==> config.mk <==
export PLATFORM = sky130hd
export DESIGN_NAME = exec_button_conditioner
export DESIGN_NICKNAME = d
export VERILOG_FILES = /design/src/rtl/exec_cond_pkg.sv /design/src/rtl/sync_2ff.sv /design/src/rtl/exec_button_conditioner.sv
export SDC_FILE = /design/constraint.sdc
export NUM_CORES = 1
export LEC_CHECK = 0
export BUFFER_PORTS_ARGS = -buffer_cell sky130_fd_sc_hd__buf_2
export CAP_MARGIN = 20
export CELL_PAD_IN_SITES_DETAIL_PLACEMENT = 1
export CELL_PAD_IN_SITES_GLOBAL_PLACEMENT = 2
export CORE_MARGIN = 3
export CORE_UTILIZATION = 33
export CTS_CLUSTER_SIZE = 28
export DETAILED_ROUTE_END_ITERATION = 12
export GPL_TIMING_DRIVEN = 0
export PLACE_DENSITY = 0.86
export SLEW_MARGIN = 20
export SYNTH_ARGS = -nofsm -noshare
export SYNTH_HDL_FRONTEND = slang
export SYNTH_SLANG_ARGS = --single-unit
==> constraint.sdc <==
create_clock -name CLOCK -period 3.73 [get_ports CLOCK]
set_input_delay 0.746 -clock CLOCK [delete_from_list [all_inputs] [get_ports CLOCK]]
set_output_delay 0.746 -clock CLOCK [all_outputs]
set_load 0.02 [all_outputs]
==> src/rtl/exec_cond_pkg.sv <==
// Shared types and default constants for the EXEC pushbutton conditioner.
// The repeat defaults only matter when EXEC_AUTOREPEAT_EN is defined.
package exec_cond_pkg;

    typedef enum logic [1:0] {
        IDLE         = 2'd0,
        PRESS_WAIT   = 2'd1,
        HELD         = 2'd2,
        RELEASE_WAIT = 2'd3
    } state_t;

    localparam int DEF_DEBOUNCE_CYCLES = 4;
    localparam int DEF_COUNT_W         = 8;
    localparam int DEF_REPEAT_DELAY    = 10;
    localparam int DEF_REPEAT_PERIOD   = 5;

endpackage

==> src/rtl/sync_2ff.sv <==
// Two-flop synchronizer with synchronous reset.
// Used for the EXEC button and reusable for the RESET button path.
module sync_2ff #(
    parameter int WIDTH = 1
) (
    input  logic             CLOCK,
    input  logic             RESET,
    input  logic [WIDTH-1:0] d,
    output logic [WIDTH-1:0] q
);

    logic [WIDTH-1:0] meta;

    always_ff @(posedge CLOCK) begin
        if (RESET) begin
            meta <= '0;
            q    <= '0;
        end else begin
            meta <= d;
            q    <= meta;
        end
    end

endmodule

==> src/rtl/exec_button_conditioner.sv <==
// Debounces the raw EXEC pushbutton into a single-cycle EXEC pulse, a clean level and a press counter.
// Optional macro EXEC_AUTOREPEAT_EN adds auto-repeat EXEC pulses while the button stays held.
module exec_button_conditioner
    import exec_cond_pkg::*;
#(
    parameter int DEBOUNCE_CYCLES = DEF_DEBOUNCE_CYCLES,
    parameter int COUNT_W         = DEF_COUNT_W
`ifdef EXEC_AUTOREPEAT_EN
    ,
    parameter int REPEAT_DELAY    = DEF_REPEAT_DELAY,
    parameter int REPEAT_PERIOD   = DEF_REPEAT_PERIOD
`endif
) (
    input  logic               CLOCK,
    input  logic               RESET,
    input  logic               BTN_RAW,
    output logic               EXEC,
    output logic               BTN_LEVEL,
    output logic [COUNT_W-1:0] PRESS_COUNT,
    output logic [1:0]         STATE_DBG
);

    localparam int               CNT_W    = $clog2(DEBOUNCE_CYCLES + 1);
    localparam logic [CNT_W-1:0] CNT_LAST = CNT_W'(DEBOUNCE_CYCLES - 1);

    logic               btn_s;
    state_t             state, state_n;
    logic [CNT_W-1:0]   cnt, cnt_n;
    logic               exec_n, level_n;
    logic [COUNT_W-1:0] count_n;

    sync_2ff #(.WIDTH(1)) u_btn_sync (
        .CLOCK (CLOCK),
        .RESET (RESET),
        .d     (BTN_RAW),
        .q     (btn_s)
    );

`ifdef EXEC_AUTOREPEAT_EN
    localparam int RPT_MAX = (REPEAT_DELAY > REPEAT_PERIOD) ? REPEAT_DELAY : REPEAT_PERIOD;
    localparam int RPT_W   = $clog2(RPT_MAX + 1);

    // rpt_first selects the initial delay; after the first repeat the period applies
    logic [RPT_W-1:0] rpt_cnt, rpt_n, rpt_last;
    logic             rpt_first, first_n;

    assign rpt_last = rpt_first ? RPT_W'(REPEAT_DELAY - 1) : RPT_W'(REPEAT_PERIOD - 1);

    always_ff @(posedge CLOCK) begin
        if (RESET) begin
            rpt_cnt   <= '0;
            rpt_first <= 1'b1;
        end else begin
            rpt_cnt   <= rpt_n;
            rpt_first <= first_n;
        end
    end
`endif

    always_ff @(posedge CLOCK) begin
        if (RESET) begin
            state       <= IDLE;
            cnt         <= '0;
            EXEC        <= 1'b0;
            BTN_LEVEL   <= 1'b0;
            PRESS_COUNT <= '0;
        end else begin
            state       <= state_n;
            cnt         <= cnt_n;
            EXEC        <= exec_n;
            BTN_LEVEL   <= level_n;
            PRESS_COUNT <= count_n;
        end
    end

    always_comb begin
        state_n = state;
        cnt_n   = cnt;
        exec_n  = 1'b0;
        level_n = BTN_LEVEL;
        count_n = PRESS_COUNT;
`ifdef EXEC_AUTOREPEAT_EN
        rpt_n   = '0;
        first_n = 1'b1;
`endif
        case (state)
            IDLE: begin
                if (btn_s) begin
                    state_n = PRESS_WAIT;
                    cnt_n   = '0;
                end
            end
            PRESS_WAIT: begin
                if (!btn_s) begin
                    state_n = IDLE;
                end else if (cnt == CNT_LAST) begin
                    state_n = HELD;
                    exec_n  = 1'b1;
                    level_n = 1'b1;
                    count_n = PRESS_COUNT + COUNT_W'(1);
                end else begin
                    cnt_n = cnt + CNT_W'(1);
                end
            end
            HELD: begin
                if (!btn_s) begin
                    state_n = RELEASE_WAIT;
                    cnt_n   = '0;
                end
`ifdef EXEC_AUTOREPEAT_EN
                else if (rpt_cnt == rpt_last) begin
                    exec_n  = 1'b1;
                    count_n = PRESS_COUNT + COUNT_W'(1);
                    rpt_n   = '0;
                    first_n = 1'b0;
                end else begin
                    rpt_n   = rpt_cnt + RPT_W'(1);
                    first_n = rpt_first;
                end
`endif
            end
            RELEASE_WAIT: begin
                // A bounce back to high returns to HELD silently: same press, no new EXEC
                if (btn_s) begin
                    state_n = HELD;
                end else if (cnt == CNT_LAST) begin
                    state_n = IDLE;
                    level_n = 1'b0;
                end else begin
                    cnt_n = cnt + CNT_W'(1);
                end
            end
            default: state_n = IDLE;
        endcase
    end

    assign STATE_DBG = state;

endmodule

==> run_summary.xml, run 1 <==
<?xml version="1.0" encoding="UTF-8"?>
<metrics>
  <group name="placed_design">
    <metric name="numPortBuffers" unit="">13</metric>
    <metric name="placedInstanceArea" unit="um2">830</metric>
    <metric name="dpl.hpwl" unit="um">1130</metric>
    <metric name="gpl.final_weighted_congestion" unit="">0.666</metric>
  </group>
  <group name="grt">
    <metric name="first_global_vias" unit="">646</metric>
    <metric name="maximum_number_of_pins_on_one_net_before_global_route_repair" unit="">11</metric>
    <metric name="grt_remaining_overflow" unit="">0</metric>
    <metric name="grtUsageTotal" unit="%">13.3</metric>
    <metric name="antenna_violations_before_repair" unit="">0</metric>
    <metric name="grt_first_pass_wirelength" unit="um">2730</metric>
  </group>
  <group name="critical_path">
    <metric name="critPathMaxFanout" unit="">8</metric>
    <metric name="required" unit="ps">3910</metric>
    <metric name="critPathMaxStageDelay" unit="ps">360</metric>
    <metric name="timing.critical_path.buf_inv" unit="">0</metric>
    <metric name="timing.critical_path.mode_cell" unit="">ha_1</metric>
    <metric name="r2r_setup_slack" unit="ps">1910</metric>
    <metric name="worst_path_dominant_cell_family" unit="">simple AND/OR/NAND/NOR gates</metric>
    <metric name="cp-end-kind" unit="">flip-flop</metric>
    <metric name="critical_path_cell_by_cell" unit="">ha_1 -&gt; ha_1 -&gt; nand4b_2 -&gt; nor4_1 -&gt; mux2_1</metric>
    <metric name="slowest_cell_on_the_critical_path" unit="">dfxtp_1</metric>
    <metric name="setup.worst_path.class" unit="">reg -&gt; reg</metric>
    <metric name="critPathLaunchType" unit="">flip-flop</metric>
    <metric name="critPathArrivalTime" unit="ps">2000</metric>
  </group>
  <group name="sta">
    <metric name="max_freq" unit="MHz">548</metric>
    <metric name="worstMarginPinSlew" unit="ps">464</metric>
    <metric name="clock_skew" unit="ps">2.75</metric>
    <metric name="final.hold.worst_slack" unit="ps">456</metric>
    <metric name="slew_headroom" unit="%">68.9</metric>
    <metric name="hold_viol" unit="">0</metric>
    <metric name="period_needed" unit="ps">1820</metric>
    <metric name="grt_setup_unrepaired" unit="">false</metric>
    <metric name="final-setup-viol-count" unit="">0</metric>
    <metric name="post-route-period-util" unit="%">48.9</metric>
    <metric name="drv_slew" unit="">0</metric>
    <metric name="final.setup.tns" unit="ps">0</metric>
  </group>
  <group name="clock_network">
    <metric name="cts-buffers-inserted" unit="">3</metric>
    <metric name="clock_sinks" unit="">17</metric>
    <metric name="ctsLongestPathBuffers" unit="">2</metric>
    <metric name="cts_resized" unit="">0</metric>
    <metric name="post-cts-setup-buffer-count" unit="">0</metric>
    <metric name="cts_tree" unit="">yes</metric>
    <metric name="cts.root.buffer_cell" unit="">clkbuf_4</metric>
    <metric name="cts_htree_levels" unit="">1</metric>
    <metric name="holdBufCountCts" unit="">0</metric>
    <metric name="clk_pin_slew" unit="ps">90</metric>
    <metric name="latest_clock_arrival_within_the_worst_skew_pair" unit="ps">280</metric>
  </group>
  <group name="floorplanning">
    <metric name="fp-row-count" unit="">16</metric>
    <metric name="die_width" unit="um">53.1</metric>
    <metric name="die-area" unit="um2">2810</metric>
    <metric name="top_level_ports" unit="">15</metric>
    <metric name="core" unit="um2">2020</metric>
    <metric name="start_util" unit="%">36.1</metric>
    <metric name="fp.dieH" unit="um">53.1</metric>
  </group>
  <group name="layout">
    <metric name="area.growth.synth_to_final" unit="%">17.1</metric>
    <metric name="most_common_library_cell_in_the_layout_ignoring_fill_and_taps" unit="">dfxtp_1</metric>
    <metric name="layout.cells.most_common_list" unit="">dfxtp_1 (17), buf_2 (13), a21oi_1 (9), o21ai_0 (6), nand2_1 (5)</metric>
    <metric name="final_core_utilization" unit="%">42.3</metric>
    <metric name="fin_nets" unit="">103</metric>
    <metric name="share_of_cells_above_drive_strength_1" unit="%">20.8</metric>
    <metric name="fin_area" unit="um2">856</metric>
    <metric name="num_antenna_cells" unit="">0</metric>
  </group>
  <group name="route">
    <metric name="dr.first_iter.drc_count" unit="">1</metric>
    <metric name="detail-route-antenna-nets" unit="">0</metric>
    <metric name="firstDrtPassIters" unit="">4</metric>
    <metric name="vias_per_cell" unit="">5.08</metric>
    <metric name="route.detailed.wl_per_inst" unit="um">12.5</metric>
    <metric name="detail_route.drc_violations" unit="">0</metric>
    <metric name="via_count" unit="">625</metric>
    <metric name="postRouteWirelength" unit="um">1530</metric>
  </group>
  <group name="synthesis">
    <metric name="post_synth_instance_area" unit="um2">731</metric>
    <metric name="yosysUniqueCellTypes" unit="">30</metric>
    <metric name="cell_taking_the_most_area_after_synthesis" unit="">dfxtp_1</metric>
    <metric name="ys.warnings.count" unit="">0</metric>
    <metric name="yosysTopAreaCellShare" unit="%">46.6</metric>
    <metric name="ys_seq_elements" unit="">17</metric>
    <metric name="synthesized_instance_count" unit="">79</metric>
    <metric name="syn_nets" unit="">85</metric>
    <metric name="synth_sequential_area_ratio" unit="%">46.6</metric>
    <metric name="synth.avg_cell_area" unit="um2">9.25</metric>
    <metric name="synth_top_cells_by_area" unit="">dfxtp_1 (47%), a21oi_1 (6.2%), ha_1 (5.1%), o21ai_0 (4.1%), nand3_1 (2.7%)</metric>
  </group>
  <group name="power_and_ir_drop">
    <metric name="power_leakage" unit="nW">0.356</metric>
    <metric name="vdd.ir_drop.worst" unit="uV">179</metric>
    <metric name="p_per_area" unit="nW/um2">343</metric>
  </group>
  <group name="run">
    <metric name="cap_viol_max_count" unit="">0</metric>
  </group>
  <group name="status">
    <metric name="result_of_the_run" unit="">complete, no violations</metric>
  </group>
  <group name="min_path">
    <metric name="hp_class" unit="">reg -&gt; reg</metric>
  </group>
</metrics>
-- cell type report --
type | count | area (um2)
well taps | 27 | 33.8
inverters | 3 | 11.3
plain buffers | 3 | 15.0
repair buffers | 13 | 65.1
clock buffers | 4 | 26.3
fillers | 262 | 1170
multi-input cells | 56 | 364
flip-flops and latches | 17 | 340
-- cells by family (layout without fill, tap and decap cells) --
kind of cell,count (synthesis),count (layout),share of synthesized area (%)
and+or+nand+nor,29,29,24.0
AOI/OAI and AO/OA,20,20,15.4
DFF,17,17,46.6
buffers and inverters,6,23,3.60
adders and majority gates,3,3,5.14
xor gates and xnor gates,2,2,2.40
muxes,2,2,2.91
-- routing by layer --
layer	GRT usage [%]	vias up	wire, um
met5	0	-	0
met4	7.66	0	10
met3	2.54	2	50
met2	20.9	9	740
met1	16.7	298	731
li1	-	316	-
-- sequential cells by signal (all words and copies together) (netlist names), named ones only --
| register | flops |
|---|---|
| BTN_LEVEL | 1 |
| EXEC | 1 |
| PRESS_COUNT | 8 |
| STATE_DBG | 1 |
| cnt | 3 |
| u_btn_sync.meta | 1 |
| u_btn_sync.q | 1 |
-- worst register-to-register path, cell delays in order, from the launching register on --
cell      delay (ps)
dfxtp_1          360
ha_1             160
ha_1             300
nand4b_2         200
nor4_1           360
mux2_1           350
-- per-stage QoR --
step | std cells | worst slack (ps) | power, mW
2_1_floorplan | 79 | 2110 | 0.198
3_3_place_gp | 119 | 1920 | 0.202
3_5_place_dp | 119 | 1890 | 0.202
4_1_cts | 123 | 1880 | 0.302
5_1_grt | 123 | 1770 | 0.311
6_report | 123 | 1910 | 0.294
-- synthesized netlist by cell type --
master,count
or4_1,2
ha_1,3
a21oi_1,9
nor2_1,4
xor2_1,1
and2_2,1
nand3_1,4
nand4b_2,1
or3_1,3
clkbuf_1,1
dfxtp_1,17
buf_1,1
nand3b_1,1
o21ai_0,6
buf_4,1
mux2i_1,1
nor4_1,1
xnor2_1,1
o31ai_1,2
nor3_1,1
nor2b_1,3
mux2_1,1
o21ai_1,1
nand4bb_1,1
o31a_2,1
inv_1,3
nand2b_1,1
nand2_1,5
or4b_1,1
a21o_1,1
-- report_power, final --
group	total (mW)	switching, mW	internal, mW
combinational	0.0116	0.00713	0.00442
sequential	0.186	0.00194	0.184
clock	0.0963	0.0548	0.0415
total	0.294	0.0639	0.230
-- final timing paths --
check,startpoint,to,cells past startpoint
hold / removal,u_btn_sync.meta,u_btn_sync.q,1
hold reg to reg,u_btn_sync.meta,u_btn_sync.q,1
setup / recovery,cnt[0],PRESS_COUNT[7],5
setup reg to reg,cnt[0],PRESS_COUNT[7],5
Note: power is estimated with default switching activity, not from simulation.
==> run 2: changes to the inputs <==
--- a/config.mk
+++ b/config.mk
@@ -10,11 +10,11 @@
 export CELL_PAD_IN_SITES_DETAIL_PLACEMENT = 1
 export CELL_PAD_IN_SITES_GLOBAL_PLACEMENT = 2
 export CORE_MARGIN = 3
-export CORE_UTILIZATION = 33
+export CORE_UTILIZATION = 28
 export CTS_CLUSTER_SIZE = 28
 export DETAILED_ROUTE_END_ITERATION = 12
 export GPL_TIMING_DRIVEN = 0
-export PLACE_DENSITY = 0.86
+export PLACE_DENSITY = 0.78
 export SLEW_MARGIN = 20
 export SYNTH_ARGS = -nofsm -noshare
 export SYNTH_HDL_FRONTEND = slang
==> constraint.sdc (replaced) <==
create_clock -name CLOCK -period 1.6 [get_ports CLOCK]
set_input_delay 0.32 -clock CLOCK [delete_from_list [all_inputs] [get_ports CLOCK]]
set_output_delay 0.32 -clock CLOCK [all_outputs]
set_load 0.02 [all_outputs]
==> run_summary.xml, run 2 (synthesis gave the netlist of run 1 again) <==
<?xml version="1.0" encoding="UTF-8"?>
<metrics>
  <group name="clock_network">
    <metric name="clk_pin_slew" unit="ps">100</metric>
    <metric name="cts-buffers-inserted" unit="">3</metric>
    <metric name="latest_clock_arrival_within_the_worst_skew_pair" unit="ps">290</metric>
    <metric name="cts_htree_levels" unit="">1</metric>
    <metric name="clock_sinks" unit="">17</metric>
    <metric name="cts_tree" unit="">yes</metric>
    <metric name="ctsLongestPathBuffers" unit="">2</metric>
    <metric name="cts.root.buffer_cell" unit="">clkbuf_4</metric>
  </group>
  <group name="route">
    <metric name="vias_per_cell" unit="">5.16</metric>
    <metric name="route.detailed.wl_per_inst" unit="um">13.9</metric>
    <metric name="dr.first_iter.drc_count" unit="">10</metric>
    <metric name="via_count" unit="">660</metric>
    <metric name="detail_route.drc_violations" unit="">0</metric>
    <metric name="firstDrtPassIters" unit="">2</metric>
    <metric name="postRouteWirelength" unit="um">1780</metric>
    <metric name="detail-route-antenna-nets" unit="">0</metric>
  </group>
  <group name="sta">
    <metric name="worstMarginPinSlew" unit="ps">511</metric>
    <metric name="final.hold.worst_slack" unit="ps">239</metric>
    <metric name="clock_skew" unit="ps">1.92</metric>
    <metric name="final-setup-viol-count" unit="">0</metric>
    <metric name="drv_slew" unit="">0</metric>
    <metric name="final.setup.tns" unit="ps">0</metric>
    <metric name="setup_slack" unit="ps">55.3</metric>
    <metric name="slew_headroom" unit="%">65.9</metric>
    <metric name="max_freq" unit="MHz">647</metric>
    <metric name="period_needed" unit="ps">1540</metric>
    <metric name="grt_setup_unrepaired" unit="">false</metric>
    <metric name="hold_viol" unit="">0</metric>
    <metric name="post-route-period-util" unit="%">96.5</metric>
  </group>
  <group name="power_and_ir_drop">
    <metric name="vdd.ir_drop.worst" unit="uV">400</metric>
    <metric name="power_leakage" unit="nW">0.395</metric>
    <metric name="p_per_area" unit="nW/um2">735</metric>
    <metric name="overall_power_after_layout" unit="mW">0.691</metric>
  </group>
  <group name="critical_path">
    <metric name="slowest_cell_on_the_critical_path" unit="">or4_1</metric>
    <metric name="timing.rr.start" unit="">cnt[0]</metric>
    <metric name="rr_endpoint" unit="">PRESS_COUNT[5]</metric>
    <metric name="setup.worst_path.class" unit="">reg -&gt; reg</metric>
    <metric name="timing.critical_path.mode_cell" unit="">ha_4</metric>
    <metric name="critPathArrivalTime" unit="ps">1770</metric>
    <metric name="critical_path_cell_by_cell" unit="">ha_4 -&gt; ha_4 -&gt; nand4b_4 -&gt; or4_1 -&gt; a21oi_1</metric>
    <metric name="worstRegToRegCells" unit="">5</metric>
    <metric name="required" unit="ps">1820</metric>
    <metric name="r2r_setup_slack" unit="ps">60</metric>
    <metric name="critPathMaxStageDelay" unit="ps">550</metric>
    <metric name="cp-end-kind" unit="">flip-flop</metric>
    <metric name="worst_path_dominant_cell_family" unit="">simple AND/OR/NAND/NOR gates</metric>
    <metric name="critPathLaunchType" unit="">flip-flop</metric>
    <metric name="timing.critical_path.buf_inv" unit="">0</metric>
    <metric name="critPathMaxFanout" unit="">6</metric>
  </group>
  <group name="floorplanning">
    <metric name="top_level_ports" unit="">15</metric>
    <metric name="fp.dieH" unit="um">57.1</metric>
    <metric name="fp-row-count" unit="">17</metric>
    <metric name="core" unit="um2">2340</metric>
    <metric name="start_util" unit="%">31.2</metric>
    <metric name="die-area" unit="um2">3260</metric>
    <metric name="die_width" unit="um">57.1</metric>
  </group>
  <group name="layout">
    <metric name="num_antenna_cells" unit="">0</metric>
    <metric name="final_cell_count_no_fill" unit="">128</metric>
    <metric name="fin_nets" unit="">107</metric>
    <metric name="nFillCells" unit="">284</metric>
    <metric name="largest_register_ffs" unit="">8</metric>
    <metric name="area.growth.synth_to_final" unit="%">28.6</metric>
    <metric name="share_of_cells_above_drive_strength_1" unit="%">32.0</metric>
    <metric name="biggestRegsByFlops" unit="">PRESS_COUNT (8), cnt (3)</metric>
    <metric name="layout.cells.most_common_list" unit="">dfxtp_1 (15), buf_2 (14), a21oi_1 (8), o21ai_0 (6), nand2_1 (5)</metric>
    <metric name="most_common_library_cell_in_the_layout_ignoring_fill_and_taps" unit="">dfxtp_1</metric>
    <metric name="max_flop_register" unit="">PRESS_COUNT</metric>
  </group>
  <group name="placed_design">
    <metric name="dpl.hpwl" unit="um">1180</metric>
    <metric name="gpl.final_weighted_congestion" unit="">0.760</metric>
    <metric name="place_ws" unit="ps">-199</metric>
    <metric name="dp_cells" unit="">120</metric>
    <metric name="numPortBuffers" unit="">13</metric>
  </group>
  <group name="grt">
    <metric name="maximum_number_of_pins_on_one_net_before_global_route_repair" unit="">11</metric>
    <metric name="antenna_violations_before_repair" unit="">0</metric>
    <metric name="grt_remaining_overflow" unit="">0</metric>
    <metric name="first_global_vias" unit="">649</metric>
    <metric name="grt_first_pass_wirelength" unit="um">2940</metric>
    <metric name="grtUsageTotal" unit="%">11.4</metric>
  </group>
  <group name="min_path">
    <metric name="worst_hold_path.num_cells" unit="">2</metric>
    <metric name="worstHoldEndpoint" unit="">u_btn_sync.meta</metric>
    <metric name="hp_class" unit="">in -&gt; reg</metric>
    <metric name="hold_start" unit="">BTN_RAW</metric>
  </group>
  <group name="status">
    <metric name="result_of_the_run" unit="">complete, no violations</metric>
  </group>
  <group name="run">
    <metric name="cap_viol_max_count" unit="">0</metric>
  </group>
</metrics>
run 2: cell types whose count changed in the layout (fill, tap and decap cells not counted), sizes merged:
cell	delta
clkinv	+1
buf	+4
clkbuf	-1
run 2: area by class of cell:
cell class	count	area, um2	area share [%]
sequential	17	343	36.5
inverter	3	11.3	1.20
tap	28	35.0	3.73
buffer	3	18.8	2.00
clock buffer	3	22.5	2.40
timing repair buffer	17	92.6	9.85
clock inverter	1	5.00	0.533
multi-input combinational	56	412	43.8
run 2: worst max-delay path by stage:
| stage | start | endpoint | slack [ps] | cells past startpoint |
|---|---|---|---|---|
| after global routing | cnt[0] | PRESS_COUNT[5] | 0.4 | 5 |
| after detailed placement | cnt[0] | PRESS_COUNT[7] | -200 | 5 |
| after floorplan | cnt[0] | PRESS_COUNT[7] | 20 | 5 |
| after CTS | cnt[0] | PRESS_COUNT[6] | 4 | 5 |
| after global placement | cnt[0] | PRESS_COUNT[7] | -170 | 5 |
| final | cnt[0] | PRESS_COUNT[5] | 60 | 5 |
run 2: power breakdown:
| group | switching (mW) | internal (mW) |
|---|---|---|
| registers | 0.00511 | 0.428 |
| clock network | 0.136 | 0.0929 |
| logic | 0.0178 | 0.0106 |
| total | 0.159 | 0.532 |
run 2: worst reg2reg max path: cells and delay by family (launching register included):
| kind | cells | cell delay (ps) |
|---|---|---|
| compound gates | 1 | 130 |
| fa+ha+maj | 2 | 290 |
| flops | 1 | 370 |
| simple gates | 2 | 700 |
run 2: per-layer routing:
metal | part of all wire [%] | global-route usage [%] | vias to the layer above
met5 | 0 | 0 | -
met4 | 0 | 1.99 | 0
met3 | 4.3 | 4.30 | 0
met2 | 50 | 19.2 | 12
met1 | 45 | 13.9 | 319
li1 | - | - | 329
run 2: through the flow:
step	instance area [um2]	utilization [%]
finish	940	40.2
global route	940	40.2
CTS	902	38.6
detailed placement	833	35.6
global placement	833	35.6
floorplan	733	-
run 2: timing repair:
action	CTS	global route
resized for setup	7	3
buffers inserted	1	2
hold buffers	0	0
endpoints found under the setup margin	5	5
pin swaps	2	4
cloned	0	1
